==> src/rtl/casez_enc01_if.sv <==
// Handshake bundle between a request source and the casez encoder:
// vectors flow in on req_*, codes flow out on code_*.
interface casez_enc01_if;
  logic [7:0] req_vec;
  logic       req_valid;
  logic       req_ready;
  logic [2:0] code;
  logic       code_valid;
  logic       code_ready;
  logic       code_last;
  logic       zero_seen;

  modport master (
    output req_vec, req_valid, code_ready,
    input  req_ready, code, code_valid, code_last, zero_seen
  );

  modport slave (
    input  req_vec, req_valid, code_ready,
    output req_ready, code, code_valid, code_last, zero_seen
  );
endinterface

==> src/rtl/casez_enc01_prienc8.sv <==
// 8-bit priority encoder, bit 7 highest; also flags when exactly one bit is set.
module prienc8 (
  input  logic [7:0] vec_i,
  output logic [2:0] code_o,
  output logic       one_o
);
  always_comb begin
    code_o = 3'd0;
    casez (vec_i)
      8'b1???????: code_o = 3'd7;
      8'b01??????: code_o = 3'd6;
      8'b001?????: code_o = 3'd5;
      8'b0001????: code_o = 3'd4;
      8'b00001???: code_o = 3'd3;
      8'b000001??: code_o = 3'd2;
      8'b0000001?: code_o = 3'd1;
      8'b00000001: code_o = 3'd0;
      default:     code_o = 3'd0;
    endcase
  end

  // Clearing the lowest set bit leaves zero only for a single-bit vector.
  assign one_o = (vec_i != 8'd0) && ((vec_i & (vec_i - 8'd1)) == 8'd0);
endmodule

==> src/rtl/casez_enc01.sv <==
// Serializes a request vector into descending bit-index codes, one per
// accepted transfer, then returns to IDLE for the next vector.
module casez_enc01 (
  input  logic          clk,
  input  logic          rst,
  casez_enc01_if.slave  bus
);
  localparam logic IDLE_ENC = 1'b0;
  localparam logic BUSY_ENC = 1'b1;

  typedef enum logic {
    IDLE = IDLE_ENC,
    BUSY = BUSY_ENC
  } state_e;

  state_e     state_q, state_d;
  logic [7:0] pending_q, pending_d;
  logic       zeroSeen_q, zeroSeen_d;
  logic [2:0] code;
  logic       isLast;

  prienc8 u_prienc (
    .vec_i  (pending_q),
    .code_o (code),
    .one_o  (isLast)
  );

  always_ff @(posedge clk) begin
    if (rst) begin
      state_q    <= IDLE;
      pending_q  <= 8'd0;
      zeroSeen_q <= 1'b0;
    end else begin
      state_q    <= state_d;
      pending_q  <= pending_d;
      zeroSeen_q <= zeroSeen_d;
    end
  end

  // Requests seen while BUSY are dropped; code_ready in IDLE is ignored.
  always_comb begin
    state_d        = state_q;
    pending_d      = pending_q;
    zeroSeen_d     = 1'b0;
    bus.req_ready  = 1'b0;
    bus.code_valid = 1'b0;
    case (state_q)
      IDLE: begin
        bus.req_ready = 1'b1;
        if (bus.req_valid) begin
          pending_d = bus.req_vec;
          if (bus.req_vec == 8'd0) zeroSeen_d = 1'b1;
          else                     state_d    = BUSY;
        end
      end
      BUSY: begin
        bus.code_valid = 1'b1;
        if (bus.code_ready) begin
          pending_d = pending_q & ~(8'd1 << code);
          if (isLast) state_d = IDLE;
        end
      end
      default: state_d = IDLE;
    endcase
  end

  assign bus.code      = code;
  assign bus.code_last = isLast;
  assign bus.zero_seen = zeroSeen_q;
endmodule

==> src/flat_wrapper.sv <==
// flat-port wrapper written by rule: the top's interface ports become plain ports
module casez_enc01_flat 
  (clk, rst, bus_req_vec, bus_req_valid, bus_code_ready, bus_req_ready, bus_code, bus_code_valid, bus_code_last, bus_zero_seen);
  casez_enc01_if bus_i ();
  input  logic clk;
  input  logic rst;
  input wire logic [$bits(bus_i.req_vec)-1:0] bus_req_vec;
  input wire logic [$bits(bus_i.req_valid)-1:0] bus_req_valid;
  input wire logic [$bits(bus_i.code_ready)-1:0] bus_code_ready;
  output wire logic [$bits(bus_i.req_ready)-1:0] bus_req_ready;
  output wire logic [$bits(bus_i.code)-1:0] bus_code;
  output wire logic [$bits(bus_i.code_valid)-1:0] bus_code_valid;
  output wire logic [$bits(bus_i.code_last)-1:0] bus_code_last;
  output wire logic [$bits(bus_i.zero_seen)-1:0] bus_zero_seen;
  assign bus_i.req_vec = bus_req_vec;
  assign bus_i.req_valid = bus_req_valid;
  assign bus_i.code_ready = bus_code_ready;
  assign bus_req_ready = bus_i.req_ready;
  assign bus_code = bus_i.code;
  assign bus_code_valid = bus_i.code_valid;
  assign bus_code_last = bus_i.code_last;
  assign bus_zero_seen = bus_i.zero_seen;
  casez_enc01 u_core (.clk(clk), .rst(rst), .bus(bus_i));
endmodule
==> config.mk <==
export PLATFORM = sky130hd
export DESIGN_NAME = casez_enc01_flat
export DESIGN_NICKNAME = d
export VERILOG_FILES = /design/src/rtl/casez_enc01_if.sv /design/src/rtl/casez_enc01_prienc8.sv /design/src/rtl/casez_enc01.sv /design/src/flat_wrapper.sv
export SDC_FILE = /design/constraint.sdc
export NUM_CORES = 1
export LEC_CHECK = 0
export ABC_CLOCK_PERIOD_IN_PS = 2890
export CAP_MARGIN = 15
export CORE_MARGIN = 2
export CORE_UTILIZATION = 48
export DETAILED_ROUTE_END_ITERATION = 16
export MAX_ROUTING_LAYER = met4
export PLACE_DENSITY = 0.78
export SETUP_SLACK_MARGIN = 0.1
export SLEW_MARGIN = 30
export SYNTH_ARGS = -nofsm -noshare
export SYNTH_HDL_FRONTEND = slang
export SYNTH_SLANG_ARGS = --single-unit
==> constraint.sdc <==
create_clock -name clk -period 2.89 [get_ports clk]
set_input_delay 0.7225 -clock clk [delete_from_list [all_inputs] [get_ports clk]]
set_output_delay 0.7225 -clock clk [all_outputs]
set_load 0.03 [all_outputs]
==> metrics.md <==
| Metric | Value |
|---|---|
| Pin count of the biggest net entering global routing | `14` |
| Leakage | `approximately 0.32 nW` |
| Outcome | `complete, no violations` |
| Crit-path cells | `nor2_1 > nor3_1 > nor3_1 > inv_1 > clkdlybuf4s50_1` |
| Post-Syn Nets | `100` |
| Clock sink count | `10` |
| H-Tree Depth | `1` |
| DRT iter0 DRCs | `10` |
| Mean Syn Cell Area | `7.46 µm²` |
| Arrival time at the worst endpoint | `1.83 ns` |
| Hpwl dp | `1140 µm` |
| RR Endpoint | `u_core.state_q` |
| Tcrit/Tclk final | `0.885` |
| CTS tree | `built` |
| CTS Root Cell | `clkbuf_4` |
| Crit path time final | `2.56 ns` |
| Hold Path End | `u_core.pending_q[0]` |
| Worst Hold Depth | `2` |
| Hold path start | `u_core.pending_q[0]` |
| CTS Buffer Depth | `2` |
| Ys Warns | `0` |
| Post-synth EDFFs | `0` |
| Endpoints failing setup | `0` |
| Critical Path End Type | `primary output` |
| RSZ-0062 raised after global routing | `false` |
| Hold Fails Final Rpt | `0` |
| Core ar. | `1280 µm²` |
| PortBufs | `18` |
| Final instance area | `850 µm²` |
| DR vias | `a little under 700` |
| Fmax | `0.391 GHz` |
| Highest-count cells in the layout ignoring fill and taps | `clkdlybuf4s50_1 (16), nor2_1 (11), dfxtp_1 (10)` |
| Via density | `5.79` |
| Total gr overflow | `0` |
| Post-CTS setup buffers | `0` |
| Clk_skew | `0.00764 ns` |
| FF+latch count, synth | `10` |
| Commonest non-fill, non-tap cell in the layout | `clkdlybuf4s50_1` |
| PostCTS Resize Cnt | `1` |
| Mapped Cells | `88` |
| Filler cells | `120` |
| DRT antenna net count | `0` |
| Max Cap Viol | `0` |
| Routability Congestion | `~0.79` |
| Syn Std Cell Area | `around 660 µm²` |
| Crit path max-delay family | `buffers and inverters` |
| Initial Utilization | `0.511` |
| Initial antenna violation count | `0` |
| Clock transition at the registers of the reported paths | `0.07 ns` |
| Final WL | `~1500 µm` |
| Die area | `approximately 1700 µm²` |
| Post-synthesis cell type count | `30` |
| Drt wl/cell | `12.9 µm` |
| Layout cells sized above 1 | `0.0784` |
| CTS Buf Count | `3` |
| Cell mode on critical path | `nor3_1` |
| Worst-Skew Late Latency | `0.28 ns` |
| Critical Path RT | `between 2 and 2.5 ns` |
| Vias in the first global route | `~540` |
| R2r setup slk | `1.17 ns` |
| CP Launch Type | `flip-flop` |
| DR DRC count | `0` |
| Max-slew violations | `0` |
| Bufs and invs on worst path | `2` |
| # nets final | `~120` |
| Post-CTS Hold Fix Bufs | `0` |
| Gr usage total | `0.227` |
| TNS Setup | `0 ns` |
| Top_reg_cell synth | `dfxtp_1` |
| FP Rows | `13` |
| Share of synthesized registers carrying an async set or reset | `0` |
| Rel. slew slack | `0.746` |
| Source of the worst register-to-register timing path | `u_core.pending_q[2]` |
| Die X | `41.0 µm` |
| Power, Total | `roughly 0.5 mW` |
| Area after DPL | `816 µm²` |
| Power Density | `598 nW/µm²` |
| Max incr delay on CP | `0.66 ns` |
| Worst min-delay path category | `reg2reg` |
| Worst slew pin tran | `~0.38 ns` |
| Max VDD drop | `~0.44 mV` |
| Layout overhead on the synthesized area | `29.3%` |
| CP Max Fanout | `8` |
| Sequential share of the synthesized area | `0.305` |
| WS Path Type | `reg2out` |
| Global-route wire length before repair | `approximately 2300 µm` |
| WHS | `0.560 ns` |
| TritonRoute pass-1 iters | `4` |
| Num ports | `19` |
| CP max stage cell | `clkdlybuf4s50_1` |
| Chip height | `slightly above 40 µm` |
| Antenna diode count | `0` |
| R2R depth | `5` |
worst min-delay path, stage by stage (launching register included):
cell	delay [ns]
dfxtp_1	0.37
nand3_1	0.09
a211oi_1	0.06
cells by family (layout without fill, tap and decap cells):
| group | count (synthesis) | after routing | synth area share |
|---|---|---|---|
| compound gates | 24 | 24 | 0.261 |
| simple gates | 40 | 40 | 0.322 |
| flops | 10 | 10 | 0.305 |
| mux | 1 | 1 | 0.0152 |
| xor+xnor | 1 | 1 | 0.0133 |
| buf+inv | 12 | 26 | 0.0838 |
cells in the mapped netlist (2+ instances only):
library cell | n | area, µm²
nand3_1 | 2 | 10.0
nand2b_1 | 3 | 18.8
a211oi_1 | 4 | 30.0
a21oi_1 | 5 | 25.0
o211ai_1 | 2 | 15.0
nor4_1 | 2 | 12.5
buf_2 | 2 | 10.0
dfxtp_1 | 10 | 200
nor2_1 | 11 | 41.3
nor4b_1 | 2 | 17.5
clkbuf_1 | 4 | 15.0
nor3_1 | 7 | 35.0
o21a_1 | 2 | 15.0
o21ai_0 | 5 | 25.0
inv_1 | 4 | 15.0
nand2_1 | 9 | 33.8
cell type report:
| class | count | area [µm²] | area share |
|---|---|---|---|
| clock buffers | 4 | 36.3 | 0.0427 |
| inverters | 4 | 15.0 | 0.0177 |
| multi-input cells | 66 | 402 | 0.473 |
| flip-flops and latches | 10 | 200 | 0.236 |
| well taps | 15 | 18.8 | 0.0221 |
| repair buffers | 18 | 178 | 0.209 |
how the worst max path moves through the flow:
| stage | endpoint | slack, ns | depth (start not counted) | from |
|---|---|---|---|---|
| CTS | bus_code[0] | 0.13 | 5 | u_core.pending_q[3] |
| global route | bus_code[1] | 0.16 | 5 | u_core.pending_q[2] |
| floorplan | bus_code_last | 0.61 | 6 | u_core.pending_q[2] |
| finish | bus_code[1] | 0.33 | 5 | u_core.pending_q[2] |
| detailed placement | bus_code_last | 0.21 | 6 | u_core.pending_q[2] |
| global placement | bus_code_last | 0.25 | 6 | u_core.pending_q[2] |
registers in the layout, indices dropped and copies added, names as in the netlist:
signal / flops
u_core.pending_q: 8
u_core.bus.zero_seen: 1
u_core.state_q: 1
where the power goes:
group | internal [mW] | switching [mW]
Clock | 0.0768 | 0.0554
Combinational | 0.0848 | 0.109
Sequential | 0.151 | 0.0298
per-layer routing:
metal	GRT usage	routed length, µm
met5	-	0
met2	0.316	641
met3	0.0815	74
met4	0.150	39
met1	0.269	750
per-stage QoR:
stage          utilization  instances  worst slack [ns]
2_1_floorplan            -         88             0.615
3_3_place_gp         0.635        113             0.248
3_5_place_dp         0.635        113             0.214
4_1_cts              0.662        117             0.132
5_1_grt              0.661        117             0.159
6_report             0.661        117             0.333
Note: power is estimated with default switching activity, not from simulation.
